`config.mk`:
```
export PLATFORM = sky130hd
export DESIGN_NAME = pipe_elastic
export DESIGN_NICKNAME = d
export VERILOG_FILES = /design/src/rtl/pipe_pkg.sv /design/src/rtl/pipe_stage.sv /design/src/rtl/pipe_elastic.sv
export SDC_FILE = /design/constraint.sdc
export NUM_CORES = 1
export LEC_CHECK = 0
export BUFFER_PORTS_ARGS = -buffer_cell sky130_fd_sc_hd__buf_2
export CORE_ASPECT_RATIO = 0.9
export CORE_UTILIZATION = 35
export CTS_CLUSTER_SIZE = 24
export DETAILED_ROUTE_END_ITERATION = 12
export HOLD_SLACK_MARGIN = 0.15
export SLEW_MARGIN = 10
export SYNTH_ARGS = -nofsm -noshare
export SYNTH_HDL_FRONTEND = slang
export SYNTH_HIERARCHICAL = 1
export SYNTH_SLANG_ARGS = --single-unit
```
`constraint.sdc`:
```
create_clock -name clk -period 1.3 [get_ports clk]
set_input_delay 0.065 -clock clk [delete_from_list [all_inputs] [get_ports clk]]
set_output_delay 0.065 -clock clk [all_outputs]
set_load 0.1 [all_outputs]
```
`src/rtl/pipe_pkg.sv`:
```
// Shared types and helpers for the elastic pipeline.
package pipe_pkg;

  // Occupancy of one stage: EMPTY holds nothing, BUSY holds main, FULL holds main+skid.
  typedef enum logic [1:0] {
    EMPTY = 2'd0,
    BUSY  = 2'd1,
    FULL  = 2'd2
  } stage_state_t;

  // Width of a single stage's occupancy report (0..2 items).
  localparam int OCC_W = 2;

  // Bits needed to hold the item count of a whole chain.
  function automatic int count_w(input int depth, input int skid);
    return $clog2(depth * (skid + 1) + 1);
  endfunction

endpackage

```
`src/rtl/pipe_stage.sv`:
```
// One valid/ready stage of the elastic pipeline.
//
// state | meaning
// EMPTY | no item held, ready for upstream
// BUSY  | one item in main, still ready for upstream
// FULL  | main and skid both hold items, upstream stalled
//
// With SKID=0 the stage is a single valid bit plus data register and the
// ready path is combinational from downstream.
module pipe_stage
  import pipe_pkg::*;
#(
  parameter int              WIDTH     = 32,
  parameter int              SKID      = 1,
  parameter logic [WIDTH-1:0] RESET_VAL = '0
) (
  input  logic             clk,
  input  logic             reset,
  input  logic             flush,
  input  logic             in_valid,
  input  logic [WIDTH-1:0] in_data,
  output logic             in_ready,
  output logic             out_valid,
  output logic [WIDTH-1:0] out_data,
  input  logic             out_ready,
  output logic [OCC_W-1:0] occ
);

  logic in_take;
  logic out_take;

  assign in_take  = in_valid & in_ready;
  assign out_take = out_valid & out_ready;

  if (SKID != 0) begin : g_skid
    stage_state_t     state;
    stage_state_t     state_nx;
    logic [WIDTH-1:0] main_q;
    logic [WIDTH-1:0] skid_q;

    // State register; reset and flush both empty the stage.
    always_ff @(posedge clk) begin
      if (reset || flush) begin
        state <= EMPTY;
      end else begin
        state <= state_nx;
      end
    end

    // Next-state decode from the two handshakes.
    always_comb begin
      state_nx = state;
      unique case (state)
        EMPTY: begin
          if (in_take) state_nx = BUSY;
        end
        BUSY: begin
          if (in_take && !out_take) begin
            state_nx = FULL;
          end else if (out_take && !in_take) begin
            state_nx = EMPTY;
          end
        end
        FULL: begin
          if (out_take) state_nx = BUSY;
        end
        default: state_nx = EMPTY;
      endcase
    end

    // Handshake outputs depend on the state register only, so in_ready
    // never sees out_ready combinationally.
    always_comb begin
      in_ready  = (state != FULL);
      out_valid = (state != EMPTY);
      unique case (state)
        BUSY:    occ = 2'd1;
        FULL:    occ = 2'd2;
        default: occ = 2'd0;
      endcase
    end

    assign out_data = main_q;

    // Payload registers load only on an accepted item, so idle in_data
    // never lands in main; flush leaves them untouched.
    always_ff @(posedge clk) begin
      if (reset) begin
        main_q <= RESET_VAL;
        skid_q <= RESET_VAL;
      end else if (!flush) begin
        unique case (state)
          EMPTY: begin
            if (in_take) main_q <= in_data;
          end
          BUSY: begin
            if (in_take && out_take) begin
              main_q <= in_data;
            end else if (in_take) begin
              skid_q <= in_data;
            end
          end
          FULL: begin
            if (out_take) main_q <= skid_q;
          end
          default: begin
          end
        endcase
      end
    end
  end else begin : g_pass
    logic             valid_q;
    logic [WIDTH-1:0] data_q;

    // Valid bit: set on accept, cleared when the item leaves.
    always_ff @(posedge clk) begin
      if (reset || flush) begin
        valid_q <= 1'b0;
      end else begin
        valid_q <= in_take | (valid_q & ~out_take);
      end
    end

    // Data register loads only on accept.
    always_ff @(posedge clk) begin
      if (reset) begin
        data_q <= RESET_VAL;
      end else if (!flush && in_take) begin
        data_q <= in_data;
      end
    end

    // Ready passes straight through when the stage is occupied.
    always_comb begin
      in_ready  = ~valid_q | out_ready;
      out_valid = valid_q;
      occ       = {1'b0, valid_q};
    end

    assign out_data = data_q;
  end

endmodule

```
`src/rtl/pipe_elastic.sv`:
```
// Elastic pipeline: DEPTH chained pipe_stage instances with a total item count.
module pipe_elastic
  import pipe_pkg::*;
#(
  parameter int               WIDTH     = 32,
  parameter int               DEPTH     = 1,
  parameter int               SKID      = 1,
  parameter logic [WIDTH-1:0] RESET_VAL = '0
) (
  input  logic                              clk,
  input  logic                              reset,
  input  logic                              flush,
  input  logic                              in_valid,
  input  logic [WIDTH-1:0]                  in_data,
  output logic                              in_ready,
  output logic                              out_valid,
  output logic [WIDTH-1:0]                  out_data,
  input  logic                              out_ready,
  output logic [count_w(DEPTH, SKID)-1:0]   count
);

  localparam int CW = count_w(DEPTH, SKID);

  logic [OCC_W-1:0] occ_a [DEPTH];

  // Each generate block owns the wires on its input side; the ready for
  // its output side is read forward from the next block.
  for (genvar i = 0; i < DEPTH; i++) begin : g_st
    logic             s_in_valid;
    logic [WIDTH-1:0] s_in_data;
    logic             s_in_ready;
    logic             s_out_valid;
    logic [WIDTH-1:0] s_out_data;
    logic             s_out_ready;
    logic [OCC_W-1:0] s_occ;

    if (i == 0) begin : g_head
      assign s_in_valid = in_valid;
      assign s_in_data  = in_data;
      assign in_ready   = s_in_ready;
    end else begin : g_link
      assign s_in_valid = g_st[i-1].s_out_valid;
      assign s_in_data  = g_st[i-1].s_out_data;
    end

    if (i == DEPTH - 1) begin : g_tail
      assign s_out_ready = out_ready;
      assign out_valid   = s_out_valid;
      assign out_data    = s_out_data;
    end else begin : g_mid
      assign s_out_ready = g_st[i+1].s_in_ready;
    end

    assign occ_a[i] = s_occ;

    pipe_stage #(
      .WIDTH     (WIDTH),
      .SKID      (SKID),
      .RESET_VAL (RESET_VAL)
    ) u_stage (
      .clk       (clk),
      .reset     (reset),
      .flush     (flush),
      .in_valid  (s_in_valid),
      .in_data   (s_in_data),
      .in_ready  (s_in_ready),
      .out_valid (s_out_valid),
      .out_data  (s_out_data),
      .out_ready (s_out_ready),
      .occ       (s_occ)
    );
  end

  // Total items held is the sum of stage occupancies.
  always_comb begin
    count = '0;
    for (int i = 0; i < DEPTH; i++) begin
      count = count + CW'(occ_a[i]);
    end
  end

endmodule

```
Yosys cells after proc, flatten, opt, wreduce, memory -nomap -nowiden
Index checks and enable logic that the tools add are counted.

$add $sub $neg: 0. Multiply operators: 0. Divide/modulo/power cells: 0. $lt $le $gt $ge: 0. Eq/ne operators: 7. Shifts and indexed selects: 0. Mux-type cells: 10. Bitwise gates (word level): 4. Reduce and logical (&&, ||, !) cells: 12.

Operator list (count): $mux W32 (3); $pmux W32 S3 (1); $mux W2 (4); $ne A2 B1 Y1 const B (3); $pmux W2 S3 (1); $reduce_and A5 Y1 (1); $pmux W2 S2 (1); $reduce_and A4 Y1 (1); $logic_and A1 B1 Y1 (3); $ne A3 B1 Y1 const B (1); $reduce_and A3 Y1 (1); $reduce_bool A3 Y1 (1); $and A1 B1 Y1 (2); $eq A2 B1 Y1 const B (1); $eq A2 B2 Y1 const B (1); $logic_not A1 Y1 (2); $logic_not A2 Y1 (1); $ne A2 B2 Y1 const B (1); $not A1 Y1 (2); $reduce_bool A2 Y1 (1); $logic_or A1 B1 Y1 (1).

Register bits: 66. Bits in latches: 0. Bits in writable memories: 0. Memory bits (read-only): 0. Bits of input ports: 37. Output and inout bits: 36. Word-level logic and storage cells: 36. Memories kept: 0.

Logic depth before layout (Yosys ltp)
Word-level depth: 7. Gate-level depth with buffers: 6. Depth with buffers taken out: 3.

Worst setup path before layout
Ideal clock, no wire load.

Path type: register -> output. Start point: reg g_st[0].u_stage.g_skid.state[0]. End point: out count[0]. Arrival: 1.762 ns. Required time: 1.235 ns. Path slack: -0.527 ns. Stages on the path, launching flop included: 2. Buffers on the path: 0. Cell sequence: dfxtp_1 nor2b_1.

Word-level cells in the longest chain between the ends: 2. Elaborated cells between the ends (all ways): 3. Classes of those cells: eq/ne: 2; mux: 1.

RTL lines: from (decl) (line pipe_stage.sv:36) `stage_state_t state;`; from (signal assigned) (line pipe_stage.sv:46) `state <= state_nx;`; $eq A2 B2 Y1 / $eq A2 B1 Y1 (equally long branches) (line pipe_stage.sv:76) `unique case (state)`; $pmux W2 S2 (*) (line pipe_stage.sv:76); to (decl) (line pipe_elastic.sv:19) `output logic [count_w(DEPTH, SKID)-1:0] count`.

Every way passes the cells marked *; elsewhere a longest branch is shown, timed or not.

Final worst setup path
Start point: reg g_st[0].u_stage.g_skid.state[1]. End point: reg g_st[0].u_stage.g_skid.skid_q[26].

Word-level cells in the longest chain between the ends: 5. Elaborated cells between the ends (all ways): 8. Classes of those cells: eq/ne: 2; bitwise: 3; reduce/logical: 3.

RTL lines: $ne A2 B2 Y1 / $reduce_bool A2 Y1 (equally long branches) (line pipe_stage.sv:74, pipe_stage.sv:75); $and A1 B1 Y1, on equally long branches (line pipe_stage.sv:32, pipe_stage.sv:33); $logic_and A1 B1 Y1 (line pipe_stage.sv:97) `if (in_take && out_take) begin`; $not A1 Y1 (no source line); $reduce_and A4 Y1 (no source line) (*); to (signal assigned) (line pipe_stage.sv:100) `skid_q <= in_data;`; to (decl) (line pipe_stage.sv:39) `logic [WIDTH-1:0] skid_q;`.

Marks and branches as above. A chain may end at the register's enable or synchronous reset.

==> out/metrics.csv <==
stage,metric,value,unit
yosys,synth-compound-area-share,31.9,%
cts,clkSinkCount,66,
drt,drt-total-wl,10400,um
sta,finalCritPeriodShare,114,%
sta,relSlewSlack,67.1,%
sta,fin_ws,-0.186,ns
sta,fmax,673,MHz
worst_setup_path,cp-end-kind,flop,
yosys,yosys.area_share.simple,7.81,%
yosys,synth_nets,352,
drt,wl_per_cell,18.2,um
placement,dp_hpwl,6110,um
min_path,whs_endpoint,g_st[0].u_stage/g_skid.state[0]$_SDFFE_PP0P_,
worst_setup_path,r2r_start,g_st[0].u_stage/g_skid.state[1]$_SDFFE_PP0P_,
cells_and_area,syn_to_final_growth,65.5,%
yosys,synth_seq_cells,66,
yosys,yosys.area_share.adder,0,%
sta,min_period,1.49,ns
yosys,synth_top_area_cell,dfxtp_1,
yosys,synth.avg_cell_area,9.86,um^2
yosys,synth.cell_area,3110,um^2
yosys,yosysSeqAreaShare,42.5,%
yosys,yosysWarnings,6,
worst_setup_path,crit_path_start_kind,flop,
outcome,outcome,"complete, but fails checks",
global_routing,grt_pass1_vias,3218,
worst_setup_path,r2r-end,g_st[0].u_stage/g_skid.skid_q[26]$_SDFFE_PP0P_,
sta,worst-slew-pin-transition,0.497,ns
floorplan,dieWidth,101,um
drt,drt_iter0_markers,117,
global_routing,antenna_found_initial,0,
floorplan,core_area,8610,um^2
cells_and_area,utilization,59.7,%
placement,pre_cts_slack,-0.0895,ns
sta,tns,-6.31,ns
worst_setup_path,path_class,flop to flop,
global_routing,grt_pass1_wl,16300,um
min_path,hold_class,input pin to flop,
yosys,yosysTopAreaCellShare,42.5,%
cells_and_area,fillerInstances,703,
sta,finalSetupViolations,68,
cts,cts_made_buffers,9,
drt,ant_nets,0,
worst_setup_path,rrSetupSlack,-0.19,ns
outcome,violations,setup timing,
global_routing,gr-total-overflow,0,
worst_setup_path,crit_fanout,6,
drt,avgViaCountPerCell,5.45,
drt,drt-pass1-iter-count,4,
sta,hold_slack,0.183,ns
yosys,syn_inst,315,
cells_and_area,stdcell_area,5140,um^2
floorplan,die_area,9260,um^2
worst_setup_path,crit_arrival,1.76,ns
placement,port_buffers,72,
yosys,yosysUniqueCellTypes,28,
cts,clk_path_buf_depth,2,
global_routing,grt_max_degree,30,
sta,hold_viol_final,0,
cts,cts_htree_levels,3,
cts,worstSkewPairLatency,0.35,ns
global_routing,grtUsageTotal,22.9,%
yosys,synth.area.top_cells,"dfxtp_1 43%, a211oi_2 12%, mux2i_1 10%",
cells_and_area,final_common_cell,buf_2,
cells_and_area,final_cell_mix,"67 x buf_2, 62 x a211oi_2, 62 x dfxtp_1",
floorplan,initial_core_util,36.1,%
sta,maxSlewViolCount,0,
placement,dp.cells,505,
job,max-cap-violations,0,
placement,placed_area,4030,um^2
cells_and_area,antennaDiodeCount,0,
cts,cts_tree,yes,
cells_and_area,final_net_count,487,
worst_setup_path,worstPathRequired,1.58,ns
worst_setup_path,rr_worst_depth,6,
yosys,synth_xor_area_share,0,%
power,cellPowerDensity,1100,nW/um^2
power,leakagePower,2.06,nW
floorplan,io_pins,73,
min_path,worstHoldPathCells,4,
placement,globalplace.congestion,0.798,
floorplan,die-height,91.4,um
power,power,5.67,mW
yosys,synth_mux_area_share,10.8,%
cells_and_area,layout-drive-gt1-share,60.4,%
yosys,synth_top_family_by_area,compound AO/OA/AOI/OAI gates,
sta,rsz0062_at_grt,yes,
cells_and_area,final_cells,574,
power,vdd_drop_max,0.822,mV
sta,fin_skew,0.0133,ns
min_path,min_from,in_valid,
floorplan,placementRows,32,
cts,clockRootBuffer,clkbuf_8,
cts,path_clk_slew,0.08,ns
drt,drc,0,
drt,vias,3127,
## synthesized netlist by cell type
master	number
buf_4	5
nand4bb_1	1
nor4bb_1	1
a211oi_1	35
a211oi_2	30
inv_2	1
and4bb_1	1
buf_1	1
nand3b_1	1
or3b_1	1
nor2_1	1
or2_2	1
nand3_1	32
buf_6	4
nand2b_1	2
a21o_4	1
a21oi_1	32
buf_2	11
mux2i_1	32
a21o_1	1
nor2b_1	1
dfxtp_1	66
o21ai_0	32
inv_1	1
clkbuf_1	18
nand2_1	1
mux2_4	1
a2111oi_1	1
## how the worst max path moves through the flow
stage	from	end	slack, ns
after floorplan	g_st[0].u_stage/g_skid.state[1]$_SDFFE_PP0P_	g_st[0].u_stage/out_data[0]$_SDFFE_PP0P_	-0.06
after global placement	g_st[0].u_stage/g_skid.state[0]$_SDFFE_PP0P_	g_st[0].u_stage/out_data[23]$_SDFFE_PP0P_	-0.06
after detailed placement	g_st[0].u_stage/g_skid.state[1]$_SDFFE_PP0P_	g_st[0].u_stage/out_data[20]$_SDFFE_PP0P_	-0.09
after CTS	g_st[0].u_stage/g_skid.state[1]$_SDFFE_PP0P_	out_valid	-0.13
after global routing	g_st[0].u_stage/g_skid.state[1]$_SDFFE_PP0P_	g_st[0].u_stage/g_skid.skid_q[26]$_SDFFE_PP0P_	-0.22
final	g_st[0].u_stage/g_skid.state[1]$_SDFFE_PP0P_	g_st[0].u_stage/g_skid.skid_q[26]$_SDFFE_PP0P_	-0.19
## worst max-delay path: stages, from the launching register on
cell	delay (ns)
dfxtp_4	0.37
buf_12	0.13
nor4bb_4	0.32
buf_4	0.20
buf_8	0.14
nand3_2	0.09
a21oi_2	0.17
## power by group
| part | total (mW) | switching (mW) | internal [mW] |
|---|---|---|---|
| Clock | 1.80 | 0.847 | 0.949 |
| Sequential | 2.20 | 0.0765 | 2.12 |
| Combinational | 1.68 | 1.16 | 0.518 |
## cell type report
type                    instances  area [um^2]  area share, %
inverters                       2         20.0          0.389
repair buffers                162         1380           26.9
multi-input cells             209         2050           40.0
flip-flops and latches         66         1330           25.8
clock inverters                 5         63.8           1.24
clock buffers                  11          141           2.75
well taps                     119          149           2.90
## state kept, by name (all words and copies together), names as in the netlist
signal and count:
g_st.u_stage/out_data 32, g_st.u_stage/g_skid.skid_q 32, g_st.u_stage/g_skid.state 2
## routing by layer
metal / global-route usage [%] / vias to the layer above / part of all wire, %
met5: 0 / - / 0
met4: 6.64 / 0 / 1.3
met3: 5.23 / 15 / 5.2
met2: 37.5 / 102 / 48
met1: 29.9 / 1540 / 45
li1: - / 1470 / -
## cells by family after synthesis
family          count (synthesis)
simple gates                   43
flops                          66
buf+inv                        41
mux                            33
compound gates                132
## timing repair
item,in CTS,in global routing
gates cloned,5,0
hold buffers,36,0
buffers inserted,11,1
hold endpoints to repair,50,0
pin swaps,53,35
setup endpoints to repair,63,70
resized for setup,67,36
No activity file was read; power rests on OpenSTA's default activity.
